`src/rtl/gsensor_spi_responder_pkg.sv`:
```
// gsensor_pkg: shared constants for the G-sensor SPI responder.
//   - register addresses of the implemented ADXL345-style subset
//   - register bit positions used by the datapath
//   - FSM state encodings (plain localparams for legacy tool flows)
//   - is_data_addr(): true for the DATAX0..DATAZ1 window
package gsensor_pkg;

    localparam logic [5:0] ADDR_DEVID       = 6'h00;
    localparam logic [5:0] ADDR_BW_RATE     = 6'h2C;
    localparam logic [5:0] ADDR_POWER_CTL   = 6'h2D;
    localparam logic [5:0] ADDR_INT_ENABLE  = 6'h2E;
    localparam logic [5:0] ADDR_INT_MAP     = 6'h2F;
    localparam logic [5:0] ADDR_INT_SOURCE  = 6'h30;
    localparam logic [5:0] ADDR_DATA_FORMAT = 6'h31;
    localparam logic [5:0] ADDR_DATAX0      = 6'h32;
    localparam logic [5:0] ADDR_DATAX1      = 6'h33;
    localparam logic [5:0] ADDR_DATAY0      = 6'h34;
    localparam logic [5:0] ADDR_DATAY1      = 6'h35;
    localparam logic [5:0] ADDR_DATAZ0      = 6'h36;
    localparam logic [5:0] ADDR_DATAZ1      = 6'h37;

    localparam int MEASURE_BIT    = 3;
    localparam int DATA_READY_BIT = 7;

    localparam logic [1:0] ST_IDLE  = 2'd0;
    localparam logic [1:0] ST_CMD   = 2'd1;
    localparam logic [1:0] ST_WDATA = 2'd2;
    localparam logic [1:0] ST_RDATA = 2'd3;

    function automatic logic is_data_addr(input logic [5:0] a);
        return (a >= ADDR_DATAX0) && (a <= ADDR_DATAZ1);
    endfunction

endpackage

```
`src/rtl/gsensor_spi_responder_if.sv`:
```
// gsensor_spi_responder_if: 4-wire SPI bus between a controller and the
// G-sensor responder.
//   spi_csn     chip select, active low        (controller -> responder)
//   spi_sclk    serial clock, idles high       (controller -> responder)
//   spi_sdi     controller-to-responder data   (controller -> responder)
//   spi_sdo     responder-to-controller data   (responder -> controller)
//   spi_sdo_oe  SDO output enable              (responder -> controller)
interface gsensor_spi_responder_if;
    logic spi_csn;
    logic spi_sclk;
    logic spi_sdi;
    logic spi_sdo;
    logic spi_sdo_oe;

    modport master (
        output spi_csn, spi_sclk, spi_sdi,
        input  spi_sdo, spi_sdo_oe
    );

    modport slave (
        input  spi_csn, spi_sclk, spi_sdi,
        output spi_sdo, spi_sdo_oe
    );
endinterface

```
`src/rtl/gsensor_spi_responder_spi_edge_sync.sv`:
```
// spi_edge_sync: multi-flop synchronizer for an asynchronous SPI pin, with
// single-cycle rise/fall pulses derived from the synchronized level.
//   clk, reset  system clock, synchronous active-high reset
//   din         asynchronous pin
//   rise, fall  one-cycle pulses on synchronized edges
// RESET_VAL sets the level the chain assumes during reset; choosing it
// deliberately lets the parent suppress (or accept) an edge right after reset.
module spi_edge_sync #(
    parameter int   STAGES    = 2,
    parameter logic RESET_VAL = 1'b1
) (
    input  logic clk,
    input  logic reset,
    input  logic din,
    output logic rise,
    output logic fall
);
    logic [STAGES-1:0] chain;
    logic              prev;

    always_ff @(posedge clk) begin
        if (reset) begin
            chain <= {STAGES{RESET_VAL}};
            prev  <= RESET_VAL;
        end else begin
            chain <= {chain[STAGES-2:0], din};
            prev  <= chain[STAGES-1];
        end
    end

    assign rise = chain[STAGES-1] & ~prev;
    assign fall = ~chain[STAGES-1] & prev;
endmodule

```
`src/rtl/gsensor_spi_responder.sv`:
```
// gsensor_spi_responder: stand-in for the board accelerometer. Answers SPI
// mode 3 frames with an ADXL345-style command byte (R/W, MB, addr[5:0]),
// holds a small register subset and raises DATA_READY on INT1/INT2.
//   clk, reset        system clock, synchronous active-high reset
//   spi               SPI bus (slave modport): csn, sclk, sdi, sdo, sdo_oe
//   sample_x/y/z      signed acceleration sample
//   sample_valid      one-cycle strobe offering a sample
//   int_out[1]/[2]    INT1 / INT2, active high
//
// state  | meaning
// IDLE   | CSN high (or frame aborted by reset); waiting for CSN to fall
// CMD    | shifting in the command byte on SCLK rising edges
// WDATA  | shifting in write data bytes; write on each 8th rising edge
// RDATA  | shifting out read data on SCLK falling edges, MSB first
module gsensor_spi_responder
    import gsensor_pkg::*;
#(
    parameter logic [7:0] DEVID       = 8'hE5,
    parameter logic [7:0] BW_RATE_RST = 8'h0A,
    parameter int         SYNC_STAGES = 2
) (
    input  logic                  clk,
    input  logic                  reset,
    gsensor_spi_responder_if.slave spi,
    input  logic signed [15:0]    sample_x,
    input  logic signed [15:0]    sample_y,
    input  logic signed [15:0]    sample_z,
    input  logic                  sample_valid,
    output logic [2:1]            int_out
);
    localparam int STG = (SYNC_STAGES < 2) ? 2 : SYNC_STAGES;

    logic sclk_rise, sclk_fall, csn_rise, csn_fall;
    logic [STG-1:0] sdi_chain;
    logic sdi_s;

    spi_edge_sync #(.STAGES(STG), .RESET_VAL(1'b1)) u_sclk_sync (
        .clk  (clk),
        .reset(reset),
        .din  (spi.spi_sclk),
        .rise (sclk_rise),
        .fall (sclk_fall)
    );

    // CSN chain resets low: if reset lands mid-frame, the still-low pin
    // produces no fall, so the rest of that frame is ignored until CSN
    // rises and falls again.
    spi_edge_sync #(.STAGES(STG), .RESET_VAL(1'b0)) u_csn_sync (
        .clk  (clk),
        .reset(reset),
        .din  (spi.spi_csn),
        .rise (csn_rise),
        .fall (csn_fall)
    );

    always_ff @(posedge clk) begin
        if (reset) sdi_chain <= '0;
        else       sdi_chain <= {sdi_chain[STG-2:0], spi.spi_sdi};
    end
    assign sdi_s = sdi_chain[STG-1];

    // FSM / shifter state
    logic [1:0] state;
    logic [2:0] bit_cnt;
    logic [7:0] shift_in;
    logic [7:0] shift_out;
    logic       mb;
    logic [5:0] addr;
    logic       sdo_q;
    logic       sdo_oe_q;

    // Register file
    logic [7:0]  bw_rate, power_ctl, int_enable, int_map, data_format;
    logic        data_ready;
    logic [15:0] data_x, data_y, data_z;
    logic [15:0] pend_x, pend_y, pend_z;
    logic        pend_valid;

    logic [7:0] cmd_byte;
    logic [5:0] next_addr;
    logic [5:0] rd_addr;
    logic [7:0] rd_data;
    logic       rd_load;
    logic       wr_en;
    logic       sample_take;
    logic       sample_direct;
    logic       apply_sample;
    logic       apply_pend;
    logic       dr_set;
    logic       dr_clr;
    logic       irq;

    assign cmd_byte  = {shift_in[6:0], sdi_s};
    assign next_addr = mb ? addr + 6'd1 : addr;
    // The command byte addresses the first read; later bytes use the
    // advanced (or repeated) address.
    assign rd_addr   = (state == ST_CMD) ? cmd_byte[5:0] : next_addr;

    always_comb begin
        rd_data = 8'h00;
        case (rd_addr)
            ADDR_DEVID:       rd_data = DEVID;
            ADDR_BW_RATE:     rd_data = bw_rate;
            ADDR_POWER_CTL:   rd_data = power_ctl;
            ADDR_INT_ENABLE:  rd_data = int_enable;
            ADDR_INT_MAP:     rd_data = int_map;
            ADDR_INT_SOURCE:  rd_data[DATA_READY_BIT] = data_ready;
            ADDR_DATA_FORMAT: rd_data = data_format;
            ADDR_DATAX0:      rd_data = data_x[7:0];
            ADDR_DATAX1:      rd_data = data_x[15:8];
            ADDR_DATAY0:      rd_data = data_y[7:0];
            ADDR_DATAY1:      rd_data = data_y[15:8];
            ADDR_DATAZ0:      rd_data = data_z[7:0];
            ADDR_DATAZ1:      rd_data = data_z[15:8];
            default:          rd_data = 8'h00;
        endcase
    end

    always_comb begin
        rd_load = 1'b0;
        wr_en   = 1'b0;
        if (!csn_rise) begin
            if (state == ST_CMD && sclk_rise && bit_cnt == 3'd7 && cmd_byte[7])
                rd_load = 1'b1;
            if (state == ST_RDATA && sclk_fall && bit_cnt == 3'd7)
                rd_load = 1'b1;
            if (state == ST_WDATA && sclk_rise && bit_cnt == 3'd7)
                wr_en = 1'b1;
        end
    end

    // A sample arriving on the CSN-rise cycle is newer than the buffered
    // one, so it is applied directly and the buffer is discarded.
    always_comb begin
        sample_take   = sample_valid & power_ctl[MEASURE_BIT];
        sample_direct = (state == ST_IDLE) || csn_rise;
        apply_sample  = sample_take && sample_direct;
        apply_pend    = !apply_sample && csn_rise && pend_valid;
        dr_set        = apply_sample || apply_pend;
        dr_clr        = rd_load && is_data_addr(rd_addr);
    end

    always_ff @(posedge clk) begin
        if (reset) begin
            state     <= ST_IDLE;
            bit_cnt   <= 3'd0;
            shift_in  <= 8'h00;
            shift_out <= 8'h00;
            mb        <= 1'b0;
            addr      <= 6'd0;
            sdo_q     <= 1'b0;
            sdo_oe_q  <= 1'b0;
        end else if (csn_rise) begin
            state    <= ST_IDLE;
            bit_cnt  <= 3'd0;
            sdo_q    <= 1'b0;
            sdo_oe_q <= 1'b0;
        end else begin
            case (state)
                ST_IDLE: begin
                    if (csn_fall) begin
                        state    <= ST_CMD;
                        bit_cnt  <= 3'd0;
                        sdo_q    <= 1'b0;
                        sdo_oe_q <= 1'b1;
                    end
                end
                ST_CMD: begin
                    if (sclk_rise) begin
                        shift_in <= cmd_byte;
                        bit_cnt  <= bit_cnt + 3'd1;
                        if (bit_cnt == 3'd7) begin
                            mb   <= cmd_byte[6];
                            addr <= cmd_byte[5:0];
                            if (cmd_byte[7]) begin
                                shift_out <= rd_data;
                                state     <= ST_RDATA;
                            end else begin
                                state <= ST_WDATA;
                            end
                        end
                    end
                end
                ST_WDATA: begin
                    if (sclk_rise) begin
                        shift_in <= cmd_byte;
                        bit_cnt  <= bit_cnt + 3'd1;
                        if (bit_cnt == 3'd7)
                            addr <= next_addr;
                    end
                end
                ST_RDATA: begin
                    if (sclk_fall) begin
                        sdo_q   <= shift_out[7];
                        bit_cnt <= bit_cnt + 3'd1;
                        if (bit_cnt == 3'd7) begin
                            shift_out <= rd_data;
                            addr      <= next_addr;
                        end else begin
                            shift_out <= {shift_out[6:0], 1'b0};
                        end
                    end
                end
                default: state <= ST_IDLE;
            endcase
        end
    end

    always_ff @(posedge clk) begin
        if (reset) begin
            bw_rate     <= BW_RATE_RST;
            power_ctl   <= 8'h00;
            int_enable  <= 8'h00;
            int_map     <= 8'h00;
            data_format <= 8'h00;
        end else if (wr_en) begin
            case (addr)
                ADDR_BW_RATE:     bw_rate     <= cmd_byte;
                ADDR_POWER_CTL:   power_ctl   <= cmd_byte;
                ADDR_INT_ENABLE:  int_enable  <= cmd_byte;
                ADDR_INT_MAP:     int_map     <= cmd_byte;
                ADDR_DATA_FORMAT: data_format <= cmd_byte;
                default: ;
            endcase
        end
    end

    always_ff @(posedge clk) begin
        if (reset) begin
            data_x     <= 16'h0000;
            data_y     <= 16'h0000;
            data_z     <= 16'h0000;
            pend_x     <= 16'h0000;
            pend_y     <= 16'h0000;
            pend_z     <= 16'h0000;
            pend_valid <= 1'b0;
            data_ready <= 1'b0;
        end else begin
            if (apply_sample) begin
                data_x <= sample_x;
                data_y <= sample_y;
                data_z <= sample_z;
            end else if (apply_pend) begin
                data_x <= pend_x;
                data_y <= pend_y;
                data_z <= pend_z;
            end

            if (sample_take && !sample_direct) begin
                pend_x     <= sample_x;
                pend_y     <= sample_y;
                pend_z     <= sample_z;
                pend_valid <= 1'b1;
            end else if (csn_rise) begin
                pend_valid <= 1'b0;
            end

            if (dr_set)      data_ready <= 1'b1;
            else if (dr_clr) data_ready <= 1'b0;
        end
    end

    assign irq = data_ready & int_enable[DATA_READY_BIT];

    always_ff @(posedge clk) begin
        if (reset) int_out <= 2'b00;
        else       int_out <= {irq & int_map[DATA_READY_BIT], irq & ~int_map[DATA_READY_BIT]};
    end

    assign spi.spi_sdo    = sdo_q;
    assign spi.spi_sdo_oe = sdo_oe_q;
endmodule

```
`src/flat_wrapper.sv`:
```
// flat-port wrapper written by rule: the top's interface ports become plain ports
module gsensor_spi_responder_flat import gsensor_pkg::*;
#(
    parameter logic [7:0] DEVID       = 8'hE5,
    parameter logic [7:0] BW_RATE_RST = 8'h0A,
    parameter int         SYNC_STAGES = 2
)
  (clk, reset, sample_x, sample_y, sample_z, sample_valid, int_out, spi_spi_csn, spi_spi_sclk, spi_spi_sdi, spi_spi_sdo, spi_spi_sdo_oe);
  gsensor_spi_responder_if spi_i ();
  input  logic clk;
  input  logic reset;
  input  logic signed [15:0] sample_x;
  input  logic signed [15:0] sample_y;
  input  logic signed [15:0] sample_z;
  input  logic sample_valid;
  output logic [2:1] int_out;
  input wire logic [$bits(spi_i.spi_csn)-1:0] spi_spi_csn;
  input wire logic [$bits(spi_i.spi_sclk)-1:0] spi_spi_sclk;
  input wire logic [$bits(spi_i.spi_sdi)-1:0] spi_spi_sdi;
  output wire logic [$bits(spi_i.spi_sdo)-1:0] spi_spi_sdo;
  output wire logic [$bits(spi_i.spi_sdo_oe)-1:0] spi_spi_sdo_oe;
  assign spi_i.spi_csn = spi_spi_csn;
  assign spi_i.spi_sclk = spi_spi_sclk;
  assign spi_i.spi_sdi = spi_spi_sdi;
  assign spi_spi_sdo = spi_i.spi_sdo;
  assign spi_spi_sdo_oe = spi_i.spi_sdo_oe;
  gsensor_spi_responder #(.DEVID(DEVID), .BW_RATE_RST(BW_RATE_RST), .SYNC_STAGES(SYNC_STAGES)) u_core (.clk(clk), .reset(reset), .spi(spi_i), .sample_x(sample_x), .sample_y(sample_y), .sample_z(sample_z), .sample_valid(sample_valid), .int_out(int_out));
endmodule
```
`config.mk`:
```
export PLATFORM = sky130hd
export DESIGN_NAME = gsensor_spi_responder_flat
export DESIGN_NICKNAME = d
export VERILOG_FILES = /design/src/rtl/gsensor_spi_responder_pkg.sv /design/src/rtl/gsensor_spi_responder_if.sv /design/src/rtl/gsensor_spi_responder_spi_edge_sync.sv /design/src/rtl/gsensor_spi_responder.sv /design/src/flat_wrapper.sv
export SDC_FILE = /design/constraint.sdc
export NUM_CORES = 1
export LEC_CHECK = 0
export ABC_AREA = 1
export CAP_MARGIN = 20
export CORE_ASPECT_RATIO = 0.5
export CORE_MARGIN = 5
export CORE_UTILIZATION = 45
export CTS_CLUSTER_DIAMETER = 200
export DETAILED_ROUTE_END_ITERATION = 10
export GPL_TIMING_DRIVEN = 0
export MAX_ROUTING_LAYER = met4
export PLACE_DENSITY = 0.72
export SKIP_CTS_REPAIR_TIMING = 1
export SLEW_MARGIN = 20
export SYNTH_ARGS = -nofsm -noshare
export SYNTH_HDL_FRONTEND = slang
export SYNTH_HIERARCHICAL = 1
export SYNTH_SLANG_ARGS = --single-unit
export TNS_END_PERCENT = 1
```
`constraint.sdc`:
```
create_clock -name clk -period 3.6 [get_ports clk]
set_input_delay 0.72 -clock clk [delete_from_list [all_inputs] [get_ports clk]]
set_output_delay 0.72 -clock clk [all_outputs]
set_load 0.03 [all_outputs]
```
==> metrics.cfg, run 1 <==
[route]
dr_wl_met2_um=10800
remaining_drc_errors=0
initialDrtViolationCount=876
final_antenna_net_count=0
vias_per_cell=5.57
highest_layer=met4
dr_wl_met3_um=1730
firstDrtPassIters=5
num_vias=8115
detail_route.wirelength_um=24400
met1Wirelength_um=11600
avgRoutedWirePerCell_um=16.8

[critical_path]
worstSetupStartpoint=u_core/u_csn_sync/chain[1]
timing.critical_path.arrival_ns=3.18
worstRegToRegCells=9
path_max_fanout=10
setup.reg_to_reg.worst_slack_ns=0.72
worst_setup_path_endpoint=u_core/data_x[2]
critPathLaunchType=register
critical_path_class=register to register
r2r-start=u_core/u_csn_sync/chain[1]
crit-reg2reg-capture=u_core/data_x[2]
worstSetupEndpointType=register
worst-endpoint-required_ns=3.91

[placed_design]
hpwlAfterDp_um=18000
gpl_congestion=0.958
buffer_ports.inserted=57

[global_route]
number_of_global_route_vias_before_repair=7520
grt_pass1_wl_um=39400
grt.total_usage_pct=24.0
pin_count_of_the_biggest_net_entering_global_routing=19
grt_overflow=0
grt_antenna_before_repair=0

[synthesis]
syn_area_per_cell_sq_um=7.12
yosys.area.top_type=sky130_fd_sc_hd__dfxtp_1
post_synth_instance_area_sq_um=8080
synth.top_cells.by_count=244 x sky130_fd_sc_hd__nor2_1, 177 x sky130_fd_sc_hd__dfxtp_1, 169 x sky130_fd_sc_hd__nand2_1
synth-edff-count=0
async_flop_share_pct=0
netlist.area_leader.share_pct=43.9
synth_cells=1135
netlist-cell-type-count=33
yosysSeqAreaShare_pct=43.9
yosys_warnings=6
synth.area.top_cells=sky130_fd_sc_hd__dfxtp_1 44%, sky130_fd_sc_hd__nor2_1 11%, sky130_fd_sc_hd__nand2_1 7.9%, sky130_fd_sc_hd__o21ai_0 7.0%, sky130_fd_sc_hd__nand3_1 6.8%
synthFlopType=sky130_fd_sc_hd__dfxtp_1
syn_nets=1199
synth-seq-cells=177
yosys.cell_count.top_type=sky130_fd_sc_hd__nor2_1

[timing]
final_min_period_over_clock_period_pct=79.9
worst-slew-pin-transition_ns=0.885
max-slew-margin-rel_pct=40.6
fin_tns_setup_ns=0
skew_ns=0.0140
final-hold-violation-count=0
final-setup-viol-count=0
slew_violations=0
holdWs_ns=0.411
max_freq_ghz=0.348
grt_setup_unrepaired=no
period_minus_slack_ns=2.88

[floorplan]
starting_density_of_the_core_pct=46.2
rows=34
die_area_sq_um=20900
floorplan.io_pins=58
die_w_um=200
coreArea_sq_um=17500
die_y_um=105

[pwr]
power.leakage_uw=0.00397
vdd_drop_max_uv=355
power_density_nw_per_um2=505

[cts]
htreeDepth=4
cts_tree=done
cts.root.buffer_cell=sky130_fd_sc_hd__clkbuf_16
cts.sink_count=177
cts_inserted_buffers=17
worst_skew_pair.late_latency_ns=0.43
clk_pin_slew_ns=0.08
cts_buffer_depth=2

[finish]
fraction_of_layout_cells_with_a_size_suffix_above_1_pct=7.03
antenna_cells_inserted=0
final_net_count=1275
syn_to_final_growth_pct=18.1

[run_status]
status=completed

[worst_hold_path]
hold_path_class=register to register

[job]
max_cap_violations=0

==> worst min path at each step <==
| stage | end | from | slack [ns] | cells after the start |
|---|---|---|---|---|
| floorplan | u_core/u_sclk_sync/chain[1] | u_core/u_sclk_sync/chain[0] | 0.39 | 2 |
| global placement | u_core/u_sclk_sync/chain[1] | u_core/u_sclk_sync/chain[0] | 0.39 | 2 |
| detailed placement | u_core/sdi_chain[1] | u_core/sdi_chain[0] | 0.40 | 2 |
| CTS | u_core/sdi_chain[1] | u_core/sdi_chain[0] | 0.41 | 2 |
| global route | u_core/sdi_chain[1] | u_core/sdi_chain[0] | 0.44 | 2 |
| finish | u_core/u_csn_sync/chain[1] | u_core/u_csn_sync/chain[0] | 0.41 | 2 |
==> worst max-delay path: stages (launching register included) <==
cell and delay [ns]:
sky130_fd_sc_hd__dfxtp_1 0.33, sky130_fd_sc_hd__inv_1 0.05, sky130_fd_sc_hd__nor2_1 0.38, sky130_fd_sc_hd__inv_1 0.15, sky130_fd_sc_hd__a21oi_1 0.70, sky130_fd_sc_hd__nor2_1 0.24
sky130_fd_sc_hd__clkbuf_1 0.29, sky130_fd_sc_hd__buf_2 0.26, sky130_fd_sc_hd__a221oi_1 0.27, sky130_fd_sc_hd__nor2_1 0.08
==> routing by layer <==
metal	global-route usage (%)	vias up
li1	-	3968
met1	33.3	3817
met3	4.89	30
met2	36.0	300
met5	-	-
met4	6.30	0
==> stage by stage <==
stage	utilization [%]	setup WS, ns	cell area [sq um]	total power (uW)	instances
after floorplan	-	1.56	8080	2660	1135
after global placement	51.2	0.465	8940	2950	1426
after detailed placement	51.2	0.404	8950	2950	1426
after CTS	54.6	0.777	9540	4820	1458
after global routing	54.6	0.478	9540	5030	1458
final	54.6	0.724	9540	4820	1458
==> final cells by class <==
class / instances / area [sq um]
clock buffers: 17 / 425
flip-flops and latches: 177 / 3540
multi-input cells: 826 / 4010
plain buffers: 67 / 294
well taps: 234 / 293
fillers: 1699 / 7940
repair buffers: 57 / 571
clock inverters: 15 / 168
inverters: 65 / 244
==> cells in the final DEF (no fill, tap or decap), types with 10 or more instances in the layout <==
cell / Yosys / final
sky130_fd_sc_hd__a21oi_1: 68 / 68
sky130_fd_sc_hd__a221oi_1: 48 / 48
sky130_fd_sc_hd__buf_2: 13 / 13
sky130_fd_sc_hd__clkbuf_1: 43 / 43
sky130_fd_sc_hd__clkbuf_16: 0 / 17
sky130_fd_sc_hd__clkdlybuf4s50_1: 0 / 57
sky130_fd_sc_hd__dfxtp_1: 177 / 177
sky130_fd_sc_hd__ha_1: 10 / 10
sky130_fd_sc_hd__inv_1: 63 / 63
sky130_fd_sc_hd__nand2_1: 169 / 169
sky130_fd_sc_hd__nand3_1: 110 / 110
sky130_fd_sc_hd__nor2_1: 244 / 244
sky130_fd_sc_hd__nor2_2: 12 / 12
sky130_fd_sc_hd__o21ai_0: 113 / 113
sky130_fd_sc_hd__o21ai_1: 11 / 11
==> power breakdown <==
group	switching (uW)	internal, uW
registers	32.6	1990
logic	619	288
clock network	896	992
total	1550	3270
==> registers in the layout, indices dropped and copies added (netlist names), 2 cells and up <==
name and count:
u_core/data_x 16, u_core/data_y 16, u_core/data_z 16, u_core/pend_x 16
u_core/pend_y 16, u_core/pend_z 16, u_core/bw_rate 8, u_core/data_format 8
u_core/int_enable 8, u_core/int_map 8, u_core/power_ctl 8, u_core/shift_out 8
u_core/shift_in 7, u_core/addr 6, u_core/bit_cnt 3, u_core/int_out 2
u_core/sdi_chain 2, u_core/state 2, u_core/u_csn_sync/chain 2, u_core/u_sclk_sync/chain 2
==> kinds of logic after synthesis <==
| group | synth area share, % |
|---|---|
| simple gates | 29.1 |
| compound gates | 18.7 |
| flops | 43.9 |
| buf+inv | 6.66 |
| fa+ha+maj | 1.55 |
| xor+xnor | 0.108 |
Power figures use the tool's default switching activity.
==> inputs of run 2 (changes only) <==
- clock period: 3.6 -> 2.9 ns (I/O delays scaled with it)
==> run 2 against run 1 <==
  * Die area unchanged
  * Critical path depth increased by 2
  * Hold slack about the same
  * Routed wire length increased by 0.18%
==> metrics.cfg, run 2 (synthesized netlist as in run 1, its figures left out) <==
[pwr]
vdd_drop_max_uv=445
switching_power_uw=1930
p_clk_share_pct=39.2
power.leakage_uw=0.00397
comb_power_share_pct=18.9
power_density_nw_per_um2=627
seq_power_share_pct=41.9
intPower_uw=4060
switching_share_pct=32.2

[route]
remaining_drc_errors=0
initialDrtViolationCount=932
firstDrtPassIters=6
vias_per_cell=5.55
avgRoutedWirePerCell_um=16.8
final_antenna_net_count=0
detail_route.wirelength_um=24500
num_vias=8087

[cts]
worst_skew_pair.late_latency_ns=0.44
cts_buffer_depth=2
cts_inserted_buffers=17
htreeDepth=4
cts.sink_count=177
cts_tree=done
clk_pin_slew_ns=0.07
cts.root.buffer_cell=sky130_fd_sc_hd__clkbuf_16

[timing]
skew_ns=0.0128
grt_setup_unrepaired=no
max-slew-margin-rel_pct=42.2
max_freq_ghz=0.374
worst-slew-pin-transition_ns=0.860
slew_violations=0
final-hold-violation-count=0
final_min_period_over_clock_period_pct=92.2
period_minus_slack_ns=2.67
holdWs_ns=0.411
final-setup-viol-count=0

[run_status]
status=completed

[floorplan]
die_y_um=105
die_area_sq_um=20900
die_w_um=200
floorplan.io_pins=58
coreArea_sq_um=17500
rows=34
starting_density_of_the_core_pct=46.2

[critical_path]
path_max_fanout=10
cp_top_family=buffers and inverters
slowest_stage=sky130_fd_sc_hd__nor3_1
worst-endpoint-required_ns=3.26
timing.critical_path.arrival_ns=3.03
critical_path.cell_chain=inv_1 > ha_1 > buf_4 > inv_2 > buf_4 > o21ai_0 > nor3_1 > inv_1 > a21oi_1 > o21ai_0 > a21oi_1
critical_path_class=register to register
worstSetupEndpointType=register
critical_path.max_stage_delay_ns=0.55
worstPathBufferInverterCount=5
critPathLaunchType=register

[worst_hold_path]
hold_path_class=register to register

[placed_design]
hpwlAfterDp_um=18000
numPlacedInstances=1426
buffer_ports.inserted=57
place_area_sq_um=8950
gpl_congestion=0.958

[global_route]
pin_count_of_the_biggest_net_entering_global_routing=19
number_of_global_route_vias_before_repair=7520
grt_pass1_wl_um=39400
grt_overflow=0
grt_antenna_before_repair=0
grt.total_usage_pct=24.0

[finish]
register_area_sq_um=3540
fillerInstances=1697
finalCoreUtilization_pct=54.7
final_design_area_no_fill_sq_um=9560
non_filler_cells_in_the_finished_layout=1458
mostFrequentLayoutCell=sky130_fd_sc_hd__nor2_1
multiInputGateArea_sq_um=4020
fraction_of_layout_cells_with_a_size_suffix_above_1_pct=7.19
layout_common_cells=244 x sky130_fd_sc_hd__nor2_1, 177 x sky130_fd_sc_hd__dfxtp_1, 169 x sky130_fd_sc_hd__nand2_1
antenna_cells_inserted=0
syn_to_final_growth_pct=18.3
final_net_count=1275

[job]
max_cap_violations=0

==> run 2: cell counts in the layout (fill, tap and decap cells not counted) <==
No cell type changed its count.
==> run 2: path summary, 6_finish.rpt <==
check,slack (ns),depth (start not counted),end,startpoint
min reg2reg,0.41,2,u_core/u_csn_sync/chain[1],u_core/u_csn_sync/chain[0]
max reg2reg,0.23,11,u_core/addr[4],u_core/state[1]
min,0.41,2,u_core/u_csn_sync/chain[1],u_core/u_csn_sync/chain[0]
max,0.23,11,u_core/addr[4],u_core/state[1]
==> run 2: through the flow <==
step / setup WS (ns) / TNS (ns) / power, uW
4_1_cts: 0.0770 / 0 / 5990
3_5_place_dp: -0.156 / -3.55 / 3660
5_1_grt: 0.00167 / 0 / 6250
2_1_floorplan: 0.858 / 0 / 3300
3_3_place_gp: -0.0950 / -2.00 / 3660
6_report: 0.225 / 0 / 5990
==> run 2: worst reg2reg max path, delay by kind of cell, from the launching register on <==
family                     cells  cell delay, ns
AOI/OAI and AO/OA              4            0.61
DFF                            1            0.42
adders and majority gates      1            0.18
and+or+nand+nor                1            0.55
buffers and inverters          5            0.84
==> run 2: power by group through the flow <==
stage                     clock network [uW]  logic [uW]  registers (uW)
after floorplan                            0         746            2560
after global placement                     0        1100            2560
after detailed placement                   0        1100            2570
after CTS                               2380        1100            2510
after global routing                    2490        1240            2520
final                                   2350        1130            2510
==> run 2: cell type report <==
cell class | instances | area share [%]
buffer | 67 | 3.08
clock buffer | 17 | 4.45
clock inverter | 15 | 1.75
inverter | 65 | 2.55
multi-input combinational | 826 | 42.1
sequential | 177 | 37.1
tap | 234 | 3.06
timing repair buffer | 57 | 5.97
==> run 2: per-layer routing <==
layer	GRT usage, %	wire length, um
met4	6.30	306
met3	4.89	1490
met5	-	0
met1	33.3	11800
met2	36.0	10900
==> inputs of run 3 (changes only) <==
- CTS_CLUSTER_DIAMETER: 200 -> 150
==> results of run 3 <==
Same layout as run 2: the final DEF is identical, and so are final timing and power.
